`src/rtl/a2d_pkg.sv`:
```
// Shared types and defaults for the A2D round-robin sequencer.
package a2d_pkg;

    typedef enum logic [1:0] {
        IDLE = 2'd0,
        CMD  = 2'd1,
        DEAD = 2'd2,
        READ = 2'd3
    } a2d_state_t;

    // Round-robin position: 0 left, 1 right, 2 steer, 3 battery.
    typedef logic [1:0] rr_idx_t;

    localparam logic [2:0] DEF_CH_LFT   = 3'd0;
    localparam logic [2:0] DEF_CH_RGHT  = 3'd4;
    localparam logic [2:0] DEF_CH_STEER = 3'd5;
    localparam logic [2:0] DEF_CH_BATT  = 3'd6;
    localparam int         DEF_DEAD_CYC = 2;

    // SPI command word: channel number in bits [13:11], everything else zero.
    function automatic logic [15:0] build_cmd(input logic [2:0] chnl);
        return {2'b00, chnl, 11'h000};
    endfunction

endpackage

```
`src/rtl/a2d_sequencer.sv`:
```
// Round-robin conversion scheduler for the shared SPI A2D converter.
//
// state | meaning
// IDLE  | waiting for nxt; nxt fires the first wrt combinationally
// CMD   | first SPI transaction (channel select) in flight, waiting for done
// DEAD  | idle gap between transactions, counting down to the second wrt
// READ  | second SPI transaction in flight; done captures the result
module a2d_sequencer
    import a2d_pkg::*;
#(
    parameter logic [2:0] CH_LFT   = DEF_CH_LFT,
    parameter logic [2:0] CH_RGHT  = DEF_CH_RGHT,
    parameter logic [2:0] CH_STEER = DEF_CH_STEER,
    parameter logic [2:0] CH_BATT  = DEF_CH_BATT,
    parameter int         DEAD_CYC = DEF_DEAD_CYC
) (
    input  logic        clk,
    input  logic        rst_n,
    input  logic        nxt,
    output logic        wrt,
    output logic [15:0] cmd,
    input  logic        done,
    input  logic [15:0] rd_data,
    output logic [11:0] lft_ld,
    output logic [11:0] rght_ld,
    output logic [11:0] steer_pot,
    output logic [11:0] batt,
    output logic        cnv_cmplt,
    output logic        busy
);

    a2d_state_t state;
    rr_idx_t    idx;
    logic [2:0] dead_cnt;
    logic [2:0] cur_ch;

    // Map the round-robin index to its A2D channel; cmd follows the index,
    // which only moves on capture, so it is stable across both transactions.
    always_comb begin
        cur_ch = CH_BATT;
        case (idx)
            2'd0:    cur_ch = CH_LFT;
            2'd1:    cur_ch = CH_RGHT;
            2'd2:    cur_ch = CH_STEER;
            default: cur_ch = CH_BATT;
        endcase
    end

    assign cmd = build_cmd(cur_ch);

    // wrt is combinational so the first transaction starts in the nxt cycle;
    // IDLE and DEAD are never adjacent, so wrt cannot fire twice in a row.
    assign wrt = ((state == IDLE) && nxt) || ((state == DEAD) && (dead_cnt == 3'd0));

    // Sequencer FSM with dead-time counter, holding registers and status flags.
    always_ff @(posedge clk or negedge rst_n) begin
        if (!rst_n) begin
            state     <= IDLE;
            idx       <= 2'd0;
            dead_cnt  <= 3'd0;
            lft_ld    <= 12'h000;
            rght_ld   <= 12'h000;
            steer_pot <= 12'h000;
            batt      <= 12'h000;
            cnv_cmplt <= 1'b0;
            busy      <= 1'b0;
        end else begin
            cnv_cmplt <= 1'b0;
            case (state)
                IDLE: begin
                    if (nxt) begin
                        state <= CMD;
                        busy  <= 1'b1;
                    end
                end
                CMD: begin
                    if (done) begin
                        state    <= DEAD;
                        dead_cnt <= 3'(DEAD_CYC - 1);
                    end
                end
                DEAD: begin
                    if (dead_cnt == 3'd0) begin
                        state <= READ;
                    end else begin
                        dead_cnt <= dead_cnt - 3'd1;
                    end
                end
                READ: begin
                    if (done) begin
                        case (idx)
                            2'd0:    lft_ld    <= rd_data[11:0];
                            2'd1:    rght_ld   <= rd_data[11:0];
                            2'd2:    steer_pot <= rd_data[11:0];
                            default: batt      <= rd_data[11:0];
                        endcase
                        idx       <= idx + 2'd1;
                        state     <= IDLE;
                        busy      <= 1'b0;
                        cnv_cmplt <= 1'b1;
                    end
                end
                default: state <= IDLE;
            endcase
        end
    end

endmodule

```
`config.mk`:
```
export PLATFORM = sky130hd
export DESIGN_NAME = a2d_sequencer
export DESIGN_NICKNAME = d
export VERILOG_FILES = /design/src/rtl/a2d_pkg.sv /design/src/rtl/a2d_sequencer.sv
export SDC_FILE = /design/constraint.sdc
export NUM_CORES = 1
export LEC_CHECK = 0
export BUFFER_PORTS_ARGS = -buffer_cell sky130_fd_sc_hd__clkbuf_2
export CAP_MARGIN = 0
export CORE_MARGIN = 2
export CORE_UTILIZATION = 51
export DETAILED_ROUTE_END_ITERATION = 16
export GPL_TIMING_DRIVEN = 0
export PLACE_DENSITY = 0.91
export SLEW_MARGIN = 20
export SYNTH_ARGS = -nofsm -noshare
export SYNTH_HDL_FRONTEND = slang
export SYNTH_SLANG_ARGS = --single-unit
```
`constraint.sdc`:
```
create_clock -name clk -period 2 [get_ports clk]
set_input_delay 0.1 -clock clk [delete_from_list [all_inputs] [get_ports clk]]
set_output_delay 0.1 -clock clk [all_outputs]
set_load 0.05 [all_outputs]
```
* Word level (Yosys, flattened, before mapping) *
Cells that the tools add are included.

cells by class
  equality and inequality tests = 10
  bitwise logic cells = 1
  reduce and logical (&&, ||, !) cells = 17
  muxes and demuxes = 14
  add/subtract/negate cells = 2

operators with widths
  kind                                                                      number
  3-bit AND reduction                                                       6
  3-bit case mux with 3 select lines                                        1
  2-bit two-way mux                                                         4
  2-bit inequality test (second input constant)                             4
  2-bit case mux with 4 select lines                                        1
  2-bit == test (second input constant)                                     3
  3-bit two-way mux                                                         2
  3-bit case mux with 2 select lines                                        1
  2-bit by 1-bit == test with 1-bit output (second input constant)          2
  2-bit zero test                                                           2
  1-bit two-way mux                                                         4
  4-bit AND reduction                                                       1
  2-bit nonzero test                                                        2
  3-bit zero test                                                           1
  3-bit OR reduction                                                        1
  3-bit by 1-bit subtractor with 3-bit output (second input constant)       1
  2-bit by 1-bit adder with 2-bit output (second input constant)            1
  1-bit logical AND                                                         2
  2-bit by 1-bit inequality test with 1-bit output (second input constant)  1
  1-bit case mux with 2 select lines                                        1
  2-bit AND reduction                                                       1
  1-bit logical OR                                                          1
  1-bit inverter                                                            1

word-level totals
  input port bits = 20
  logic and storage cells = 53
  output and inout bits = 67
  register bits after elaboration = 57

* Longest topological paths before layout *
Gate-level depths: netlist of run 1.

  word-level depth = 4
  depth in mapped cells = 6
  depth with buffers taken out = 5

* Worst setup path after synthesis of run 1 *
OpenSTA, ideal clock, no wires.

  path kind = register -> register
  start point = register state[1]
  end point = register state[1]
  path buffers = 0
  setup time = 0.125 ns
  slack = 0.411 ns
  data arrival time = 1.464 ns
  clock period less this slack = 1.589 ns
  stages on the path, launching flop included = 6
  data required time = 1.875 ns
  path through = dfrtp_1 -> inv_1 -> ha_1 -> o21ba_2 -> a221oi_1 -> mux2_2

on the way
  cells in the longest elaborated chain, start to end = 3
  elaborated cells on any way between the ends = 10
  those cells by class = eq/ne (7); mux (1); reduce/logical (2)

ends and longest elaborated chain
  item                                                                                                        line                 text
  start, declared                                                                                             a2d_sequencer.sv:32  a2d_state_t state;
  start signal, assigned                                                                                      a2d_sequencer.sv:58  state <= IDLE;
  start signal, assigned                                                                                      a2d_sequencer.sv:72  state <= CMD;
  start signal, assigned                                                                                      a2d_sequencer.sv:78  state <= DEAD;
  2-bit == test, or another cell as far along                                                                 a2d_sequencer.sv:69  case (state)
  2-bit by 1-bit inequality test with 1-bit output (no source line) or 2-bit inequality test (tied branches)  --
  4-bit AND reduction (no source line)                                                                        --

Several ways; a longest one is shown, not always the timed one.
A chain may end at the register's enable or synchronous reset.

* Worst setup path after layout of run 1 *
  start point = register state[0]
  end point = output port wrt

on the way
  cells in the longest elaborated chain, start to end = 3
  elaborated cells on any way between the ends = 5
  those cells by class = eq/ne (1); reduce/logical (4)

ends and longest elaborated chain
  item                                              line                 text
  2-bit == test or 2-bit zero test (tied branches)  a2d_sequencer.sv:53  assign wrt = ((state == IDLE) && nxt) || ((state == DEAD) && (dead_cnt == 3'd0));
  1-bit logical AND                                 a2d_sequencer.sv:53
  1-bit logical OR *                                a2d_sequencer.sv:53
  end, declared                                     a2d_sequencer.sv:20  output logic wrt,

Mark *: on every way between the ends. The rest lies on a longest branch, timed or not.

==> results of run 1 <==
[layout make-up]
type / instances / area [µm²] / area share, %
clock inverters: 6 / 82.6 / 2.41
repair buffers: 70 / 358 / 10.5
inverters: 11 / 41.3 / 1.21
well taps: 70 / 87.6 / 2.56
multi-input cells: 103 / 1130 / 33.1
clock buffers: 10 / 128 / 3.73
plain buffers: 19 / 165 / 4.83
flip-flops and latches: 57 / 1430 / 41.7
[placed cells by master, fill, tap and decap left out, types with 2 or more instances in the layout]
master and n:
clkinv_2 3, nand2_1 2, and2b_1 2, buf_4 13, bufinv_16 2, conb_1 13, mux2_2 9, nand2_4 4
inv_1 10, o21ai_0 4, buf_6 6, clkbuf_8 9, clkbuf_2 68, ha_1 11, mux2_4 40, dfrtp_1 57
[per-layer routing]
| metal | vias up | wire length (µm) | track usage, % | part of all wire [%] |
|---|---|---|---|---|
| met5 | - | 0 | 0 | 0 |
| met4 | 0 | 66 | 8.57 | 1.2 |
| met3 | 7 | 267 | 3.88 | 5.0 |
| met2 | 60 | 2630 | 31.7 | 49 |
| met1 | 815 | 2350 | 25.1 | 44 |
| li1 | 768 | - | - | - |
[stage by stage]
step,cells,setup WS [ps]
6_report,346,186
5_1_grt,346,75.8
3_5_place_dp,329,292
2_1_floorplan,190,411
3_3_place_gp,329,331
4_1_cts,346,172
[cells by family after synthesis]
family / after synthesis / share of synthesized area [%]
AOI/OAI and AO/OA: 13 / 3.64
xor gates and xnor gates: 1 / 0.322
adders and majority gates: 11 / 5.06
buffers and inverters: 30 / 7.59
DFF: 57 / 52.5
muxes: 50 / 26.2
other: 1 / 0.138
and+or+nand+nor: 15 / 4.60
[sequential cells by signal, summed over array words and instances, names as in the netlist]
register and flops:
steer_pot 12, state 2, lft_ld 12, idx 2
dead_cnt 3, cnv_cmplt 1, busy 1, rght_ld 12
batt 12
[worst register-to-register path, stage by stage, from the launching register on]
cell and delay [ps]:
dfrtp_1 390, inv_1 80, ha_1 230, o21ba_2 230, a221oi_1 320, mux2_2 380
[worst min-delay path by stage]
stage | end | slack, ps | cells after the start
floorplan | batt[0] | -200 | 0
global placement | batt[11] | 390 | 2
detailed placement | lft_ld[0] | 250 | 1
CTS | lft_ld[11] | 40 | 2
global route | lft_ld[7] | 50 | 2
finish | lft_ld[11] | 50 | 2
==> metrics.md, run 1 <==
| Metric | Value |
|---|---|
| CTS H-Tree Depth | `3` |
| Worst Max-Slew Pin Slew | `776 ps` |
| Buffers on Ports | `69` |
| Post-CTS Setup Bufs | `0` |
| Slew Limit Fails | `0` |
| Final Hold Fails | `0` |
| Worst path bufs/invs | `3` |
| Starting Density | `52.9%` |
| Via density per instance | `4.77` |
| Outcome | `finished, final reports clean` |
| Area growth from synthesis to layout | `25.8%` |
| Crit path to | `wrt` |
| Share of cells above drive strength 1 | `58.0%` |
| Reg2reg path depth | `5` |
| Post_cts resized | `0` |
| Sequential cell area fraction in the yosys report | `52.5%` |
| Number of DRC markers in iteration 0 | `42` |
| Total CTS buffers | `9` |
| Synth area leaders | `dfrtp_1 (52%), mux2_4 (22%), ha_1 (5.1%)` |
| CP max FO | `10` |
| Crit path kind | `flop to output port` |
| Top-area cell type share of the netlist area | `52.5%` |
| Worst Setup SP | `state[0]` |
| Core Util, Final | `66.5%` |
| Final Cycle Share | `90.7%` |
| IO Pins | `87` |
| DR pass1 iterations | `4` |
| Synth area leader | `dfrtp_1` |
| GRT overflow | `0` |
| Setup Skew | `3.50 ps` |
| Placed Area | `3200 µm²` |
| Number of synthesized flops with an enable pin | `0` |
| N_diodes | `0` |
| Die Ht | `77.0 µm` |
| DRC Markers | `0` |
| Root buffer selected by CTS | `clkbuf_8` |
| Final HPWL DP | `3680 µm` |
| Async SR Flop Fraction | `100%` |
| Number of hold buffers added after cts | `1` |
| CTS tree | `built` |
| Post-Route WL | `5310 µm` |
| Crit path DAT | `1710 ps` |
| Seq cells post-synth | `57` |
| Clock transition at the registers of the reported paths | `60 ps` |
| Critical path depth | `6` |
| CP required | `1900 ps` |
| CP delay by family, top | `buffers and inverters` |
| Worst reg2reg setup slack | `260 ps` |
| CP startpoint kind | `flop` |
| Core area | `5140 µm²` |
| Post-synthesis cell area | `2720 µm²` |
| Via count | `1650` |
| Max_slew headroom | `48.3%` |
| Gate Count Post-Synth | `178` |
| Placer congestion estimate | `0.764` |
| Vias in the first global route | `1766` |
| RR Startpoint | `state[1]` |
| Worst hold slack | `51.8 ps` |
| Ys flop type | `dfrtp_1` |
| Num rows | `26` |
| Worst-Skew Late Latency | `330 ps` |
| DR WL/cell | `15.4 µm` |
| Max-cap violations | `0` |
| Initial antenna violation count | `0` |
| TNS Setup | `0 ps` |
| Yosys warns | `0` |
| # nets final | `302` |
| First-pass GRT wire length | `8860 µm` |
| Largest net degree at the start of global routing | `58` |
| Final instance area | `3420 µm²` |
| CTS max path bufs | `2` |
| RSZ-0062 raised after global routing | `false` |
| Clock sink count | `57` |
| Max incr delay on CP | `400 ps` |
| Hold path start | `rd_data[11]` |
| Worst Setup End Kind | `output port` |
| Reg2reg end | `state[1]` |
| Library cells used by synthesis | `31` |
| All-layer global routing usage | `19.4%` |
| Fillers | `391` |
| Post-route ant nets | `0` |
| Most frequent cells after synthesis | `dfrtp_1 (57), mux2_4 (40), buf_4 (13), ha_1 (11), inv_1 (10)` |
| Type of the most critical hold path | `input pin to flop` |
| Maximum clock frequency | `551 MHz` |
| Die width | `77.0 µm` |
| Finish-stage setup viols | `0` |
| CP cell instances | `inv_1 > ha_1 > buf_6 > and3b_1 > a21o_1 > clkbuf_2` |
| Top-count cell post-synth | `dfrtp_1` |
| Full die area | `5930 µm²` |
| Synth Area per Inst | `15.3 µm²` |
| Slowest cell on crit path | `dfrtp_1` |
| Post-route minimum period | `1810 ps` |
Power of run 1 is left out: the tool's default activity adds up to more than one toggle a clock period on the data nets, which glitch-free logic cannot reach.
==> run 2: changes to the inputs <==
==> constraint.sdc (replaced) <==
create_clock -name clk -period 1.84 [get_ports clk]
set_input_delay 0.092 -clock clk [delete_from_list [all_inputs] [get_ports clk]]
set_output_delay 0.092 -clock clk [all_outputs]
set_load 0.05 [all_outputs]
==> metrics.md, run 2 (synthesized netlist as in run 1, its figures left out) <==
| Metric | Value |
|---|---|
| Via density per instance | `4.75` |
| Die Ht | `77.0 µm` |
| Crit path DAT | `1630 ps` |
| Worst Setup SP | `state[0]` |
| Max_slew headroom | `48.2%` |
| Setup ws final | `118 ps` |
| Vias in the first global route | `1766` |
| Full die area | `5930 µm²` |
| First-pass GRT wire length | `8860 µm` |
| Crit path kind | `flop to output port` |
| CP required | `1750 ps` |
| DRC Markers | `0` |
| Worst-Skew Late Latency | `320 ps` |
| CP max FO | `10` |
| N_diodes | `0` |
| DR pass1 iterations | `4` |
| Met3 usage | `3.88%` |
| Fillers | `390` |
| Reg area | `1430 µm²` |
| Final Cycle Share | `93.6%` |
| Via count | `1644` |
| Share of cells above drive strength 1 | `58.7%` |
| Clock transition at the registers of the reported paths | `60 ps` |
| Largest net degree at the start of global routing | `58` |
| Post-route ant nets | `0` |
| # nets final | `302` |
| Root buffer selected by CTS | `clkbuf_8` |
| Most frequent cells in the layout | `clkbuf_2 (67), dfrtp_1 (57), mux2_4 (40)` |
| Slew Limit Fails | `0` |
| GR Util met1 | `25.1%` |
| CP startpoint kind | `flop` |
| Maximum clock frequency | `581 MHz` |
| Clock sink count | `57` |
| Core area | `5140 µm²` |
| Hold path start | `rd_data[11]` |
| CTS tree | `built` |
| Setup WS pre-CTS | `132 ps` |
| Final Hold Fails | `0` |
| Final HPWL DP | `3680 µm` |
| Most common cell after layout, fill and taps aside | `clkbuf_2` |
| Max incr delay on CP | `410 ps` |
| Worst path bufs/invs | `3` |
| Slowest cell on crit path | `dfrtp_1` |
| Setup Skew | `3.28 ps` |
| GRT overflow | `0` |
| Starting Density | `52.9%` |
| Worst path most repeated cell | `buf_6` |
| GRT met2 Usage | `31.7%` |
| Placer congestion estimate | `0.764` |
| Finish-stage setup viols | `0` |
| CTS max path bufs | `2` |
| Outcome | `finished, final reports clean` |
| Type of the most critical hold path | `input pin to flop` |
| Area occupied by multi-input gates | `1140 µm²` |
| Grt peak-use layer | `met2` |
| RR Startpoint | `state[0]` |
| Worst Setup End Kind | `output port` |
| Initial antenna violation count | `0` |
| DR WL/cell | `15.3 µm` |
| Die width | `77.0 µm` |
| Total CTS buffers | `9` |
| CTS H-Tree Depth | `3` |
| TNS Setup | `0 ps` |
| Post-route minimum period | `1720 ps` |
| RSZ-0062 raised after global routing | `false` |
| Core Util, Final | `66.8%` |
| Buffers on Ports | `69` |
| Num rows | `26` |
| CP delay by family, top | `flip-flops` |
| All-layer global routing usage | `19.4%` |
| Number of DRC markers in iteration 0 | `38` |
| IO Pins | `87` |
| Area growth from synthesis to layout | `26.2%` |
| Worst Max-Slew Pin Slew | `777 ps` |
| CP cell instances | `inv_2 > ha_1 > buf_6 > and3b_1 > a21o_1 > buf_6` |
| Max-cap violations | `0` |
| Post-Route WL | `5310 µm` |
[run 2: cell types whose count changed in the layout (fill, tap and decap cells not counted), sizes merged]
cell | before | now
clkbuf | 79 | 78
buf | 19 | 20
[run 2: layer usage]
metal,vias up,share of wire (%)
li1,770,-
met1,815,44
met2,52,50
met3,7,4.7
met4,0,1.2
met5,-,0
[run 2: area by class of cell]
| type | count | area share [%] |
|---|---|---|
| inverter | 11 | 1.20 |
| sequential | 57 | 41.6 |
| timing repair buffer | 70 | 10.6 |
| clock buffer | 10 | 3.72 |
| buffer | 19 | 4.81 |
| multi-input combinational | 103 | 33.1 |
| clock inverter | 6 | 2.41 |
| tap | 70 | 2.55 |
[run 2: final timing paths]
kind / to / slack [ps] / cells past startpoint
hold reg to reg: rght_ld[7] / 500 / 1
hold / removal: lft_ld[11] / 40 / 2
max in group asynchronous: steer_pot[5] / 930 / 2
min in group asynchronous: lft_ld[0] / 410 / 2
setup reg to reg: rght_ld[0] / 150 / 6
setup / recovery: wrt / 120 / 6
[run 2: repair_timing]
action | 4_1_cts | 5_1_grt
setup buffers | 0 | 0
endpoints found under the setup margin | 0 | 2
hold buffers | 1 | 0
endpoints found under the hold margin | 57 | 0
resized for setup | 0 | 6
[run 2: metrics by stage]
stage / hold slack (ps) / instance area (µm²) / cells
3_5_place_dp: 244 / 3200 / 329
3_3_place_gp: 380 / 3200 / 329
2_1_floorplan: -204 / 2760 / 190
6_report: 43.9 / 3430 / 346
4_1_cts: 33.6 / 3420 / 346
5_1_grt: 41.7 / 3430 / 346
Power of run 2 is left out for the same reason.
==> run 3: changes to the inputs <==
--- a/config.mk
+++ b/config.mk
@@ -7,10 +7,13 @@
 export LEC_CHECK = 0
 export BUFFER_PORTS_ARGS = -buffer_cell sky130_fd_sc_hd__clkbuf_2
 export CAP_MARGIN = 0
+export CELL_PAD_IN_SITES_DETAIL_PLACEMENT = 1
+export CELL_PAD_IN_SITES_GLOBAL_PLACEMENT = 1
 export CORE_MARGIN = 2
-export CORE_UTILIZATION = 51
+export CORE_UTILIZATION = 41
 export DETAILED_ROUTE_END_ITERATION = 16
 export GPL_TIMING_DRIVEN = 0
+export HOLD_SLACK_MARGIN = 0.1
 export PLACE_DENSITY = 0.91
 export SLEW_MARGIN = 20
 export SYNTH_ARGS = -nofsm -noshare
==> metrics.md, run 3 (synthesized netlist as in run 1, its figures left out) <==
| Metric | Value |
|---|---|
| Root buffer selected by CTS | `clkbuf_8` |
| CP startpoint kind | `flop` |
| N_diodes | `0` |
| Post-route ant nets | `0` |
| Share of cells above drive strength 1 | `55.9%` |
| Final Cycle Share | `94.7%` |
| Met3 WL | `293 µm` |
| Crit path kind | `flop to output port` |
| Area growth from synthesis to layout | `31.2%` |
| CTS H-Tree Depth | `3` |
| First-pass GRT wire length | `9760 µm` |
| DRC Markers | `0` |
| Outcome | `finished, final reports clean` |
| CTS tree | `built` |
| Buffers on Ports | `69` |
| Post-route minimum period | `1740 ps` |
| CP max FO | `10` |
| Slew Limit Fails | `0` |
| Clock transition at the registers of the reported paths | `70 ps` |
| Most frequent cells in the layout | `clkbuf_2 (67), dfrtp_1 (57), mux2_4 (40)` |
| Finish-stage setup viols | `0` |
| Full die area | `7300 µm²` |
| Post-Route WL | `6120 µm` |
| Largest net degree at the start of global routing | `34` |
| Worst reg2reg setup slack | `130 ps` |
| All-layer global routing usage | `17.7%` |
| Worst hold slack | `175 ps` |
| Via density per instance | `4.77` |
| Top layer in use | `met4` |
| Crit path DAT | `1650 ps` |
| Die width | `85.4 µm` |
| RSZ-0062 raised after global routing | `false` |
| Placer congestion estimate | `0.815` |
| CP required | `1750 ps` |
| DR pass1 iterations | `4` |
| Core area | `6390 µm²` |
| Num rows | `29` |
| Maximum clock frequency | `574 MHz` |
| DR WL/cell | `16.7 µm` |
| Final HPWL DP | `4350 µm` |
| Setup Skew | `8.72 ps` |
| TNS Setup | `0 ps` |
| Die Ht | `85.4 µm` |
| Starting Density | `42.6%` |
| CP cell instances | `inv_2 > ha_1 > buf_6 > and3b_1 > a21o_1 > buf_4` |
| Total CTS buffers | `9` |
| # nets final | `316` |
| Initial antenna violation count | `0` |
| IO Pins | `87` |
| Worst-Skew Late Latency | `330 ps` |
| DR WL met2 | `3040 µm` |
| Max-cap violations | `0` |
| Slowest cell on crit path | `dfrtp_1` |
| Clock sink count | `57` |
| Number of DRC markers in iteration 0 | `49` |
| Vias in the first global route | `1798` |
| Final Hold Fails | `0` |
| Post-CTS Setup Bufs | `0` |
| Most common cell after layout, fill and taps aside | `clkbuf_2` |
| GRT overflow | `0` |
| CTS max path bufs | `2` |
| Worst Setup End Kind | `output port` |
| Metal1 wirelength | `2680 µm` |
| Type of the most critical hold path | `input pin to flop` |
| Max incr delay on CP | `410 ps` |
| Via count | `1750` |
## run 3: worst paths after layout
kind                           start           end  cells after the start
max                         state[0]           wrt                      6
min                              nxt          busy                      4
max reg2reg                 state[0]      state[1]                      4
min reg2reg                lft_ld[0]     lft_ld[0]                      1
max in group asynchronous      rst_n  steer_pot[0]                      3
min in group asynchronous      rst_n       batt[9]                      2
## run 3: critical path, delay by kind of cell, from the launching register on
kind	cells	cell delay, ps
AOI/OAI and AO/OA	1	150
adders and majority gates	1	200
buffers and inverters	3	380
DFF	1	410
and+or+nand+nor	1	180
## run 3: metrics by stage
stage               worst slack (ps)  instance area (µm²)  util, %  cells
CTS                             14.5                 3560     55.8    367
floorplan                        251                 2760        -    190
finish                          97.3                 3570     55.8    367
global route                    4.99                 3570     55.8    367
global placement                 158                 3210     50.2    336
detailed placement               124                 3230     50.5    337
## run 3: metal layers
| metal | vias to the layer above | track usage, % |
|---|---|---|
| li1 | 802 | - |
| met1 | 878 | 23.0 |
| met5 | - | 0 |
| met3 | 10 | 3.79 |
| met2 | 60 | 28.9 |
| met4 | 0 | 6.64 |
## run 3: final cells by class
| type | count | area (µm²) |
|---|---|---|
| Fill cell | 646 | 2820 |
| Tap cell | 77 | 96.3 |
| Timing Repair Buffer | 84 | 510 |
| Clock buffer | 10 | 128 |
| Inverter | 11 | 41.3 |
| Multi-Input combinational cell | 103 | 1130 |
| Buffer | 19 | 165 |
| Clock inverter | 6 | 67.6 |
| Sequential cell | 57 | 1430 |
## run 3: what timing repair did
item	4_1_cts	5_1_grt
hold endpoints to repair	106	0
gates resized for setup	0	4
hold buffers	14	0
setup endpoints to repair	0	1
Power of run 3 is left out for the same reason.
